## src/rtl/cordic_floatingpoint_addsub_normalizer_pkg.sv

```systemverilog
// Shared constants, FSM encoding and the IEEE-754 single-precision packer
// for the add/sub post-normalizer.
package cordic_floatingpoint_addsub_normalizer_pkg;

    localparam int MANT_W   = 24;
    localparam int EXP_W    = 8;
    localparam int FRAC_W   = MANT_W - 1;
    localparam int WORD_W   = 32;
    localparam int SIGN_POS = WORD_W - 1;
    localparam int EXP_LSB  = FRAC_W;
    localparam logic [EXP_W-1:0] EXP_MAX = 8'hFF;

    typedef enum logic [1:0] {
        S_IDLE = 2'd0,
        S_NORM = 2'd1,
        S_DONE = 2'd2
    } norm_state_t;

    function automatic logic [WORD_W-1:0] pack_sp(input logic s,
                                                  input logic [EXP_W-1:0] e,
                                                  input logic [FRAC_W-1:0] f);
        logic [WORD_W-1:0] r;
        r                     = '0;
        r[SIGN_POS]           = s;
        r[EXP_LSB +: EXP_W]   = e;
        r[FRAC_W-1:0]         = f;
        return r;
    endfunction

endpackage

```

## src/rtl/cordic_floatingpoint_addsub_normalizer_cla_adder.sv

```systemverilog
// 24-bit carry-lookahead adder/subtractor built from 4-bit lookahead groups;
// addsub=1 computes iA - iB as iA + ~iB + 1.
module cordic_floatingpoint_addsub_CLA_adder
    import cordic_floatingpoint_addsub_normalizer_pkg::*;
(
    input  logic [MANT_W-1:0] iA,
    input  logic [MANT_W-1:0] iB,
    input  logic              addsub,
    output logic [MANT_W-1:0] oSum
);
    localparam int GRP = 4;
    localparam int NG  = MANT_W / GRP;

    logic [MANT_W-1:0] b, p, g, c;

    assign b    = iB ^ {MANT_W{addsub}};
    assign p    = iA ^ b;
    assign g    = iA & b;
    assign c[0] = addsub;

    for (genvar k = 0; k < NG; k++) begin : g_grp
        localparam int B = k * GRP;
        assign c[B+1] = g[B] | (p[B] & c[B]);
        assign c[B+2] = g[B+1] | (p[B+1] & g[B]) | (p[B+1] & p[B] & c[B]);
        assign c[B+3] = g[B+2] | (p[B+2] & g[B+1]) | (p[B+2] & p[B+1] & g[B])
                      | (p[B+2] & p[B+1] & p[B] & c[B]);
        // The final group's carry-out is never needed.
        if (k < NG-1) begin : g_cout
            assign c[B+4] = g[B+3] | (p[B+3] & g[B+2]) | (p[B+3] & p[B+2] & g[B+1])
                          | (p[B+3] & p[B+2] & p[B+1] & g[B])
                          | (p[B+3] & p[B+2] & p[B+1] & p[B] & c[B]);
        end
    end

    assign oSum = p ^ c;

endmodule

```

## src/rtl/cordic_floatingpoint_addsub_normalizer.sv

```systemverilog
// Post-adder normalizer: loads the raw add/sub result, shifts left one bit
// per cycle until the hidden bit is set, then packs a single-precision word.
module cordic_floatingpoint_addsub_normalizer
    import cordic_floatingpoint_addsub_normalizer_pkg::*;
(
    input  logic              iClk,
    input  logic              iRstn,
    input  logic              iValid,
    output logic              oReady,
    input  logic [MANT_W-1:0] iSum,
    input  logic              iCarry,
    input  logic              iAddsub,
    input  logic              iSign,
    input  logic [EXP_W-1:0]  iExp,
    output logic              oValid,
    input  logic              iReady,
    output logic [WORD_W-1:0] oResult,
    output logic              oZero,
    output logic              oOverflow,
    output logic              oUnderflow
);
    norm_state_t       state;
    logic [MANT_W-1:0] mant, neg, ld_mant, sh_mant;
    logic [EXP_W-1:0]  exp_r, ld_exp, exp_dec;
    logic [EXP_W:0]    exp_inc;
    logic              sign_r, ld_sign, ld_ovf;

    cordic_floatingpoint_addsub_CLA_adder u_neg (
        .iA     ('0),
        .iB     (iSum),
        .addsub (1'b1),
        .oSum   (neg)
    );

    always_comb begin
        exp_inc = {1'b0, iExp} + 9'd1;
        ld_mant = iSum;
        ld_exp  = iExp;
        ld_sign = iSign;
        if (!iAddsub && iCarry) begin
            ld_mant = {1'b1, iSum[MANT_W-1:1]};
            ld_exp  = exp_inc[EXP_W-1:0];
        end else if (iAddsub && iCarry) begin
            ld_mant = neg;
            ld_sign = ~iSign;
        end
        ld_ovf = (iExp == EXP_MAX) || (!iAddsub && iCarry && (exp_inc >= {1'b0, EXP_MAX}));
    end

    assign sh_mant = {mant[MANT_W-2:0], 1'b0};
    assign exp_dec = exp_r - 8'd1;

    always_ff @(posedge iClk or negedge iRstn) begin
        if (!iRstn) begin
            state      <= S_IDLE;
            oReady     <= 1'b1;
            oValid     <= 1'b0;
            oResult    <= '0;
            oZero      <= 1'b0;
            oOverflow  <= 1'b0;
            oUnderflow <= 1'b0;
            mant       <= '0;
            exp_r      <= '0;
            sign_r     <= 1'b0;
        end else begin
            case (state)
                S_IDLE: if (iValid) begin
                    oReady     <= 1'b0;
                    mant       <= ld_mant;
                    exp_r      <= ld_exp;
                    sign_r     <= ld_sign;
                    oResult    <= '0;
                    oZero      <= 1'b0;
                    oOverflow  <= 1'b0;
                    oUnderflow <= 1'b0;
                    if (ld_ovf) begin
                        oResult   <= pack_sp(ld_sign, EXP_MAX, '0);
                        oOverflow <= 1'b1;
                        oValid    <= 1'b1;
                        state     <= S_DONE;
                    end else if (ld_mant == '0) begin
                        oZero  <= 1'b1;
                        oValid <= 1'b1;
                        state  <= S_DONE;
                    end else if (ld_mant[MANT_W-1]) begin
                        oResult <= pack_sp(ld_sign, ld_exp, ld_mant[FRAC_W-1:0]);
                        oValid  <= 1'b1;
                        state   <= S_DONE;
                    end else begin
                        state <= S_NORM;
                    end
                end
                S_NORM: begin
                    if (mant[MANT_W-1]) begin
                        oResult <= pack_sp(sign_r, exp_r, mant[FRAC_W-1:0]);
                        oValid  <= 1'b1;
                        state   <= S_DONE;
                    end else if (exp_r <= 8'd1) begin
                        oUnderflow <= 1'b1;
                        oValid     <= 1'b1;
                        state      <= S_DONE;
                    end else begin
                        mant  <= sh_mant;
                        exp_r <= exp_dec;
                        // Finish on the shift that sets the hidden bit, saving a cycle.
                        if (mant[MANT_W-2]) begin
                            oResult <= pack_sp(sign_r, exp_dec, sh_mant[FRAC_W-1:0]);
                            oValid  <= 1'b1;
                            state   <= S_DONE;
                        end
                    end
                end
                S_DONE: if (iReady) begin
                    oValid <= 1'b0;
                    oReady <= 1'b1;
                    state  <= S_IDLE;
                end
                default: begin
                    oValid <= 1'b0;
                    oReady <= 1'b1;
                    state  <= S_IDLE;
                end
            endcase
        end
    end

endmodule

```

## config.mk

```make
export PLATFORM = sky130hd
export DESIGN_NAME = cordic_floatingpoint_addsub_normalizer
export DESIGN_NICKNAME = d
export VERILOG_FILES = /design/src/rtl/cordic_floatingpoint_addsub_normalizer_pkg.sv /design/src/rtl/cordic_floatingpoint_addsub_normalizer_cla_adder.sv /design/src/rtl/cordic_floatingpoint_addsub_normalizer.sv
export SDC_FILE = /design/constraint.sdc
export NUM_CORES = 1
export LEC_CHECK = 0
export BUFFER_PORTS_ARGS = -buffer_cell sky130_fd_sc_hd__buf_2
export CAP_MARGIN = 10
export CELL_PAD_IN_SITES_DETAIL_PLACEMENT = 0
export CELL_PAD_IN_SITES_GLOBAL_PLACEMENT = 1
export CORE_ASPECT_RATIO = 1.2
export CORE_MARGIN = 2
export CORE_UTILIZATION = 46
export DETAILED_ROUTE_END_ITERATION = 10
export GPL_ROUTABILITY_DRIVEN = 0
export HOLD_SLACK_MARGIN = 0.08
export PLACE_DENSITY_LB_ADDON = 0.1
export SYNTH_ARGS = -nofsm -noshare
export SYNTH_HDL_FRONTEND = slang
export SYNTH_SLANG_ARGS = --single-unit
```

## constraint.sdc

```tcl
create_clock -name iClk -period 5.7 [get_ports iClk]
set_input_delay 1.71 -clock iClk [delete_from_list [all_inputs] [get_ports iClk]]
set_output_delay 1.71 -clock iClk [all_outputs]
set_load 0.02 [all_outputs]
```

==> results of run 1 <==
-- placed cells by master, fill, tap and decap left out, types with 3 or more instances in the layout --
master / instances
o21ai_0: 34
a41oi_1: 3
nand4b_1: 7
nor2_1: 117
a21boi_0: 6
nand2b_1: 4
xnor2_1: 12
nand3_1: 14
a31oi_1: 6
ha_1: 10
clkbuf_16: 9
buf_4: 12
a21oi_1: 79
buf_2: 75
or3_1: 6
or4_1: 3
dfrtp_1: 71
clkbuf_8: 3
o22ai_1: 5
o221ai_1: 3
o21a_1: 3
mux2i_1: 31
inv_1: 23
o221a_2: 6
nand2_1: 37
a22oi_1: 28
nor4_1: 3
nand4_1: 9
nor3_1: 8
nor4_2: 4
xor2_1: 6
and3_1: 5
a211o_1: 3
-- cells in the mapped netlist, types with 2 or more instances --
master    instances
nor4_1            3
buf_6             2
dfrtp_1          71
a31oi_1           6
xor2_1            6
ha_1             10
nand2b_1          4
nor2b_1           2
a21oi_1          79
buf_2             6
o221ai_1          3
nand4_1           9
o22ai_1           5
clkinv_1          2
nor2_1          118
or4_1             3
a32o_1            2
inv_1            23
o311ai_0          2
a21o_1            2
o311a_1           2
o221a_2           6
buf_1             6
and3_1            5
or3_1             6
clkbuf_1         26
nand4b_1          7
a22oi_1          28
a21boi_0          6
nor3_1            9
a211o_1           3
mux2i_1          31
nor4_2            4
a41oi_1           3
o211ai_1          2
nand2_1          37
xnor2_1          12
o21a_1            3
nand3_1          14
o21ai_0          34
nor3b_1           2
-- through the flow --
stage | setup WS [ns] | cell area, µm²
after floorplan | 1.304 | 5059
after global placement | 0.7913 | 5525
after detailed placement | 0.6963 | 5525
after CTS | 1.012 | 5843
after global routing | 0.7807 | 5843
final | 0.9659 | 5843
-- cells by family (layout without fill, tap and decap cells) --
family,after synthesis,count (layout),share of synthesized area
AO/OA/AOI/OAI,199,199,0.2523
XOR/XNOR,18,18,0.03116
adder cells (fa/ha/maj),10,10,0.02473
buffers and inverters,66,128,0.05417
flip-flops,72,72,0.3564
multiplexers,31,31,0.06134
AND/OR/NAND/NOR,230,230,0.2199
-- power breakdown --
part | total [mW] | internal (mW) | switching (mW)
sequential | 0.956 | 0.757 | 0.199
combinational | 1.11 | 0.421 | 0.690
clock | 0.597 | 0.375 | 0.222
-- area by class of cell --
class	instances	area share
repair buffers	87	0.07966
flip-flops and latches	72	0.3086
clock buffers	12	0.04561
multi-input cells	488	0.5137
well taps	129	0.02762
clock inverters	4	0.008779
inverters	25	0.01606
-- worst paths after layout --
kind | start | end | slack [ns] | cells after the start
max in group asynchronous | iRstn | oZero | 3.26 | 2
min reg2reg | oResult[27] | oResult[27] | 0.48 | 1
max | iSum[13] | state[0] | 0.97 | 13
max reg2reg | exp_r[2] | oResult[20] | 2.87 | 8
min | oResult[27] | oResult[27] | 0.48 | 1
min in group asynchronous | iRstn | exp_r[5] | 1.38 | 1
-- per-layer routing --
layer	GRT usage	vias to the layer above	share of wire
li1	-	2397	-
met1	0.3301	2338	0.45
met2	0.4177	139	0.49
met3	0.03580	14	0.042
met4	0.08733	0	0.017
met5	0	-	0
-- critical path: stages --
cell and delay, ns:
buf_2 0.12, or4_1 0.59, nor3_2 0.31, nand3_1 0.15, nor3_1 0.17, ha_1 0.19
a21boi_0 0.09, o221a_2 0.32, nor4_1 0.28, nand4b_1 0.19, nor4_2 0.43, a21oi_1 0.19
a21o_1 0.22
-- flip-flops by register name, summed over array words and instances (netlist names) --
register    cells
exp_r           8
mant           24
oOverflow       1
oReady          1
oResult        32
oUnderflow      1
oValid          1
oZero           1
sign_r          1
state           2
==> run metrics, run 1 <==
Die Width 99.73 µm; critical path arrival 4.96 ns; Worst Hold Class flop to flop; synth unique cells 63; Worst setup SP type input port; nets@finish 732; Die Ht 118.9 µm; Gate Count Post-Synth 626; Setup crit end kind flop; Cell Pwr Density 455.8 mW/mm²; # IOs 76; Overall Power 2.663 mW; Core ar. 0.01062 mm²; final max-slew violation count 0; vias 4888; net count after synthesis 675; Avg Inst Size Synth 8.081 µm²; Slew HR 0.3033; Seq/Total Area, Yosys 0.3564; Final HPWL DP 10150 µm; CP Class input port to flop; share of layout cells above drive strength 1 0.1817; static leakage 2.591 nW; Post-synth EDFFs 0; Synth Register Bits 72; status finished clean; antenna violations before repair 0; Worst-Margin Slew 1.032 ns; largest net degree at the start of global routing 58; fmax 211.2 MHz; FILL cells 1028; via/cell ratio 5.983; multi-input logic area 0.003002 mm²; Clock transition at path regs 0.06 ns; DR WL/cell 17.42 µm; Yosys warnings 0; final core occ 0.5503; Root Buffer clkbuf_16; Setup Fix Bufs, Post-CTS 0; Final Skew 0.006594 ns; layout overhead on the synthesized area 15.51%; vias in the first global route 4692; Crit Path Max Fanout 6; Main synth FF type dfrtp_1; final hold violation count 0; CTS H-tree depth 3; CTS Hold Buffers Added 0; post-route antenna net violation count 0; port buffer count 75; 1st-pass router iterations 5; number of remaining DRC errors 0; WHS 0.4807 ns; max cap viols 0; clk buf depth 2; row count 41; number of antenna diodes 0; post-synth top area share 0.3512; # setup viols final 0; Worst Path Required 5.93 ns; Fin Setup TNS 0 ns; Tot GR Track Use 0.2501; Post-Route WL 14240 µm; first-pass GRT wire length 23880 µm; Starting DRT DRC Count 349; synthesized area 0.005059 mm²; FFs w/ async S/R, synth 1.000; clk_lat worst skew 0.33 ns; Area contributors post-synth dfrtp_1 (35%), nor2_1 (8.8%), a21oi_1 (7.8%), mux2i_1 (6.1%), a22oi_1 (4.2%); die area 0.01186 mm²; CTS Buf Count 9; grt total ovfl 0; placed cell count 801; RSZ-0062 raised after global routing no; Synth area leader dfrtp_1; crit share post-route 0.8305; Final Critical Period 4.734 ns; TritonCTS clock tree yes; register area 0.001803 mm²; CTS Sinks 72; PostCTS Resize Cnt 0; Final Non-Filler Cells 817; Max IR drop VDD 0.0002366 V; Initial Util 0.4764
(Power assumes the default switching activity.)
==> run 2, diff against run 1 <==
Settings changed: ABC_AREA set to 1, CORE_UTILIZATION 46 to 42.
Clock period 5.7 ns to 4.8 ns, I/O delays scaled along.
==> run metrics, run 2 <==
vias 5248 (+7.4%); CTS H-tree depth 3 (unchanged); synth unique cells 46 (-27%); Final Skew 0.003714 ns (-0.002880 ns); most common cell in the synthesized netlist nand2_1; layout overhead on the synthesized area 13.61%; Gate Count Post-Synth 756 (+21%); final hold violation count 0 (unchanged); Cell Pwr Density 654.8 mW/mm² (+44%); Avg Inst Size Synth 7.125 µm² (-12%); Main synth FF type dfrtp_1; Top reg by flops oResult; final max-slew violation count 0 (unchanged); Seq/Total Area, Yosys 0.3347 (-0.02169); Area contributors post-synth dfrtp_1 (33%), nand2_1 (12%), nor2_1 (6.6%), inv_1 (5.9%), nand3_1 (5.2%); Worst Path Required 5.03 ns (-0.90 ns); Synth area leader dfrtp_1; fmax 274.3 MHz; CTS Buf Count 9 (unchanged); Die Width 107.4 µm (+7.7%); post-route antenna net violation count 0 (unchanged); Slew HR 0.4615 (+0.1582); post-synth top area share 0.3298 (-0.02138); clk_lat worst skew 0.33 ns (about the same); # IOs 76 (unchanged); Core ar. 0.01261 mm² (+19%); net count after synthesis 805 (+19%); Initial Util 0.4271 (-0.04929); grt total ovfl 0 (unchanged); PostCTS Resize Cnt 0 (unchanged); port buffer count 75 (unchanged); critical path arrival 3.87 ns (-1.09 ns); TritonCTS clock tree yes; Fin Setup TNS 0 ns (unchanged); Largest register FFs 32 (unchanged); placed cell count 971 (+21%); synthesized area 0.005386 mm² (+6.5%); Worst-Margin Slew 0.8078 ns (-0.2241 ns); Post-synth EDFFs 0 (unchanged); most frequent cells in the layout nand2_1 (166), nor2_1 (94), inv_1 (85); first-pass GRT wire length 25900 µm (+8.5%); die area 0.01375 mm² (+16%); share of layout cells above drive strength 1 0.2163 (+0.03460); FFs w/ async S/R, synth 1.000 (unchanged); Post-Route WL 15850 µm (+11%); Final HPWL DP 11690 µm (+15%); Max IR drop VDD 0.0003521 V (+49%); vias in the first global route 5002 (+6.6%); Setup crit end kind flop; Crit Path Max Fanout 9 (+3); Yosys warnings 0 (unchanged); RSZ-0062 raised after global routing no; number of remaining DRC errors 0 (unchanged); Final Non-Filler Cells 987 (+21%); status finished clean; DR WL/cell 16.06 µm (-7.8%); Top Registers oResult (32), mant (24), exp_r (8); largest net degree at the start of global routing 37 (-36%); Synth Register Bits 72 (unchanged); Clock transition at path regs 0.05 ns (about the same); CP Class input port to flop; Tot GR Track Use 0.2377 (-0.01243); number of antenna diodes 0 (unchanged); Worst Hold Class flop to flop; static leakage 2.987 nW (+15%); nets@finish 867 (+18%); # setup viols final 0 (unchanged); crit share post-route 0.7596; clk buf depth 2 (unchanged); commonest non-fill, non-tap cell in the layout nand2_1; Root Buffer clkbuf_16; row count 45 (+9.8%); Setup Fix Bufs, Post-CTS 0 (unchanged); CTS Hold Buffers Added 0 (unchanged); CTS Sinks 72 (unchanged); Starting DRT DRC Count 333 (-4.6%); antenna violations before repair 0 (unchanged); Final Critical Period 3.646 ns; Worst setup SP type input port; via/cell ratio 5.317 (-11%); 1st-pass router iterations 5 (unchanged); top cells by count, synth nand2_1 (166), nor2_1 (94), inv_1 (85); Die Ht 128.1 µm (+7.7%); max cap viols 0 (unchanged)
-- run 2: changes by cell type in the layout (fill, tap and decap cells not counted), sizes merged, moves of 20 or more --
| cell | previous run | this run |
|---|---|---|
| o21ai | 34 | 54 |
| mux2i | 31 | 0 |
| a31oi | 6 | 30 |
| nand3 | 15 | 62 |
| a21oi | 79 | 42 |
| inv | 23 | 93 |
| nand2 | 37 | 191 |
-- run 2: report_power, final --
part	internal, mW	switching [mW]	leakage, nW
logic	0.724	1.48	1.98
clock network	0.390	0.252	0.145
registers	0.930	0.229	0.862
-- run 2: stage by stage --
stage	util	hold WS (ns)	power (mW)	setup slack (ns)	cell area, µm²
floorplan	-	0.4533	2.748	1.329	5386
global placement	0.4626	0.4659	3.333	0.8284	5834
detailed placement	0.4626	0.4585	3.368	0.7982	5834
CTS	0.4852	0.4718	4.020	1.149	6120
global route	0.4852	0.5080	4.330	0.7708	6120
finish	0.4852	0.4726	4.007	1.154	6120
-- run 2: worst max-delay path, cell delays in order --
cell	delay (ns)
buf_2	0.12
nor2_1	0.18
nand3_2	0.14
nor2_8	0.19
nand2_1	0.09
nor3_1	0.15
ha_1	0.26
nand3_1	0.08
nand3_1	0.13
nor2_1	0.12
nand3_1	0.08
nor2_1	0.13
nand3_1	0.09
nor2_1	0.09
nand3_1	0.09
nor2_2	0.13
nand2_1	0.12
nand2_2	0.10
nand2_1	0.05
nand2_1	0.05
nand2_1	0.04
-- run 2: cell families after synthesis --
| family | share of synthesized area |
|---|---|
| buffers and inverters | 0.1076 |
| xor gates and xnor gates | 0.01789 |
| DFF | 0.3347 |
| AOI/OAI and AO/OA | 0.1826 |
| and+or+nand+nor | 0.3340 |
| adders and majority gates | 0.02323 |
-- run 2: per-layer routing --
metal,part of all wire,global-route usage
met5,0,0
met1,0.47,0.3331
met2,0.47,0.3861
met3,0.057,0.03610
met4,0.012,0.05807
-- run 2: final timing paths --
kind	cells past startpoint	slack, ns	end	from
min	2	0.47	oValid	oValid
max in group asynchronous	2	2.75	mant[1]	iRstn
max reg2reg	12	1.95	oResult[18]	exp_r[0]
min reg2reg	2	0.47	oValid	oValid
min in group asynchronous	1	1.20	oResult[23]	iRstn
max	21	1.15	oValid	iSum[5]
-- run 2: layout make-up --
cell class	count	area, µm²
fill	1295	6492
multi-input combinational	556	3004
sequential	72	1803
timing repair buffer	86	470.5
inverter	93	351.6
clock buffer	13	270.3
tap	164	205.2
clock inverter	3	15.01
==> run 3, diff against run 2 <==
Settings changed: ABC_AREA 1 to 0, CORE_UTILIZATION 42 to 39.
Clock period 4.8 ns to 3.3 ns, I/O delays scaled along.
==> run metrics, run 3 (synthesis gave the netlist of run 1 again) <==
status finished, violations left; violated checks setup timing; Setup crit end kind flop; vias in the first global route 4899 (-2.1%); Top Registers oResult (32), mant (24), exp_r (8); FILL cells 1269 (-2.0%); row count 45 (unchanged); die area 0.01390 mm² (+1.1%); Max IR drop VDD 0.0004167 V (+18%); critical path arrival 3.70 ns (-0.17 ns); final core occ 0.5008 (+0.01562); register area 0.001803 mm² (unchanged); DR WL/cell 16.74 µm (+4.2%); Initial Util 0.3993 (-0.02777); GR Layer Usage met3 0.03242 (-0.003674); clk_lat worst skew 0.34 ns (about the same); TritonCTS clock tree yes; most frequent cells in the layout nor2_1 (117), a21oi_1 (78), buf_2 (74); post-route antenna net violation count 0 (unchanged); Clock transition at path regs 0.06 ns (about the same); Tot GR Track Use 0.2238 (-0.01383); Worst Hold Class flop to flop; Final HPWL DP 11100 µm (-5.0%); CTS Sinks 72 (unchanged); dpl ws -0.6525 ns (-1.451 ns); Largest register FFs 32 (unchanged); max cap viols 0 (unchanged); # setup viols final 4 (+4); first-pass GRT wire length 24530 µm (-5.3%); Top reg by flops oResult; crit share post-route 1.049; CTS Buf Count 9 (unchanged); via/cell ratio 5.661 (+6.5%); commonest non-fill, non-tap cell in the layout nor2_1; HP Start oResult[26]; number of antenna diodes 0 (unchanged); Final Critical Period 3.461 ns; antenna violations before repair 0 (unchanged); largest net degree at the start of global routing 73 (+97%); 1st-pass router iterations 5 (unchanged); Worst-Margin Slew 0.6829 ns (-0.1249 ns); CP Class input port to flop; GR Layer Usage met1 0.2956 (-0.03748); gr busiest metal met2; final worst setup slack -0.1607 ns (-1.315 ns); grt total ovfl 0 (unchanged); Cell Pwr Density 738.4 mW/mm² (+13%); CP startpoint iSum[13]; fmax 289.0 MHz; Crit Path Max Fanout 3 (-6); Worst Path Required 3.54 ns (-1.49 ns); Slew HR 0.5410 (+0.07948); Final Skew 0.007619 ns (+0.003904 ns); Post-Route WL 15150 µm (-4.4%); Die Width 108.0 µm (+0.54%); RSZ-0062 raised after global routing yes; multi-input logic area 0.003035 mm² (+1.0%); Core ar. 0.01267 mm² (+0.45%); final max-slew violation count 0 (unchanged); Worst setup SP type input port; port buffer count 75 (unchanged); nets@finish 785 (-9.5%); Reg-to-Reg Start exp_r[2]; Die Ht 128.8 µm (+0.55%); routing usage on met2 0.3725 (-0.01353); layout overhead on the synthesized area 25.43%; Starting DRT DRC Count 307 (-7.8%); final hold violation count 0 (unchanged); clk buf depth 2 (unchanged); CTS H-tree depth 3 (unchanged); share of layout cells above drive strength 1 0.2470 (+0.03068); CTS Hold Buffers Added 0 (unchanged); # IOs 76 (unchanged); static leakage 2.868 nW (-4.0%); vias 5123 (-2.4%); number of remaining DRC errors 0 (unchanged); Root Buffer clkbuf_16
## run 3: cell types whose count changed in the layout (fill, tap and decap cells not counted), sizes merged, moves of 7 or more
cell | before | now
nand2 | 191 | 37
xnor2 | 1 | 12
nand3 | 62 | 15
nor4 | 1 | 8
a21oi | 42 | 79
nand4b | 0 | 7
buf | 86 | 140
inv | 93 | 23
a31oi | 30 | 6
a22oi | 10 | 28
nor2 | 105 | 118
o21ai | 54 | 34
a21boi | 0 | 7
mux2i | 0 | 31
## run 3: through the flow
step	setup TNS, ns	instances	total power [mW]	area (µm²)	hold WS [ns]
final	-0.4389	905	4.685	6345	0.4878
after global routing	-1.234	905	5.018	6345	0.5154
after CTS	-0.8465	904	4.727	6337	0.4938
after detailed placement	-2.424	888	3.655	5992	0.4813
after global placement	-1.939	888	3.601	5992	0.4814
after floorplan	-0.6944	626	2.985	5072	0.4953
## run 3: timing repair
action                                 in CTS  in global routing
pin swaps                                   5                  2
setup buffers                               0                  1
resized for setup                           7                  0
endpoints found under the hold margin       0                  0
setup endpoints to repair                   4                  4
## run 3: per-layer routing
metal / vias up / share of wire
met2: 158 / 0.48
met5: - / 0
met1: 2446 / 0.45
met4: 0 / 0.021
met3: 22 / 0.043
li1: 2497 / -
## run 3: cell type report
type,instances,share of cell area
flip-flops and latches,72,0.2842
clock inverters,6,0.01321
multi-input cells,488,0.4784
well taps,164,0.03234
repair buffers,140,0.1410
clock buffers,10,0.03609
inverters,25,0.01479
## run 3: final timing paths
path / to / cells after the start / slack, ns
max in group asynchronous: oReady / 2 / 2.26
worst max register to register: exp_r[2] / 7 / 0.51
worst max-delay path: state[1] / 14 / -0.16
worst min-delay path: oResult[26] / 1 / 0.49
min in group asynchronous: oResult[28] / 2 / 0.66
worst min register to register: oResult[26] / 1 / 0.49
## run 3: worst max-delay path: stages
cell and delay [ns]:
buf_6 0.09, or4_4 0.56, nor3_4 0.17, nand3_2 0.11, nor3_2 0.12, ha_2 0.19
a21boi_1 0.06, o221a_2 0.27, nor4_2 0.24, nand4b_1 0.19, nor4_2 0.26, buf_4 0.19
a21oi_4 0.06, o41ai_2 0.19
## run 3: report_power, final
part           internal [mW]  total [mW]  switching, mW
registers               1.31        1.66          0.358
logic                  0.772        1.97           1.19
clock network          0.660        1.05          0.394
total                   2.74        4.69           1.95
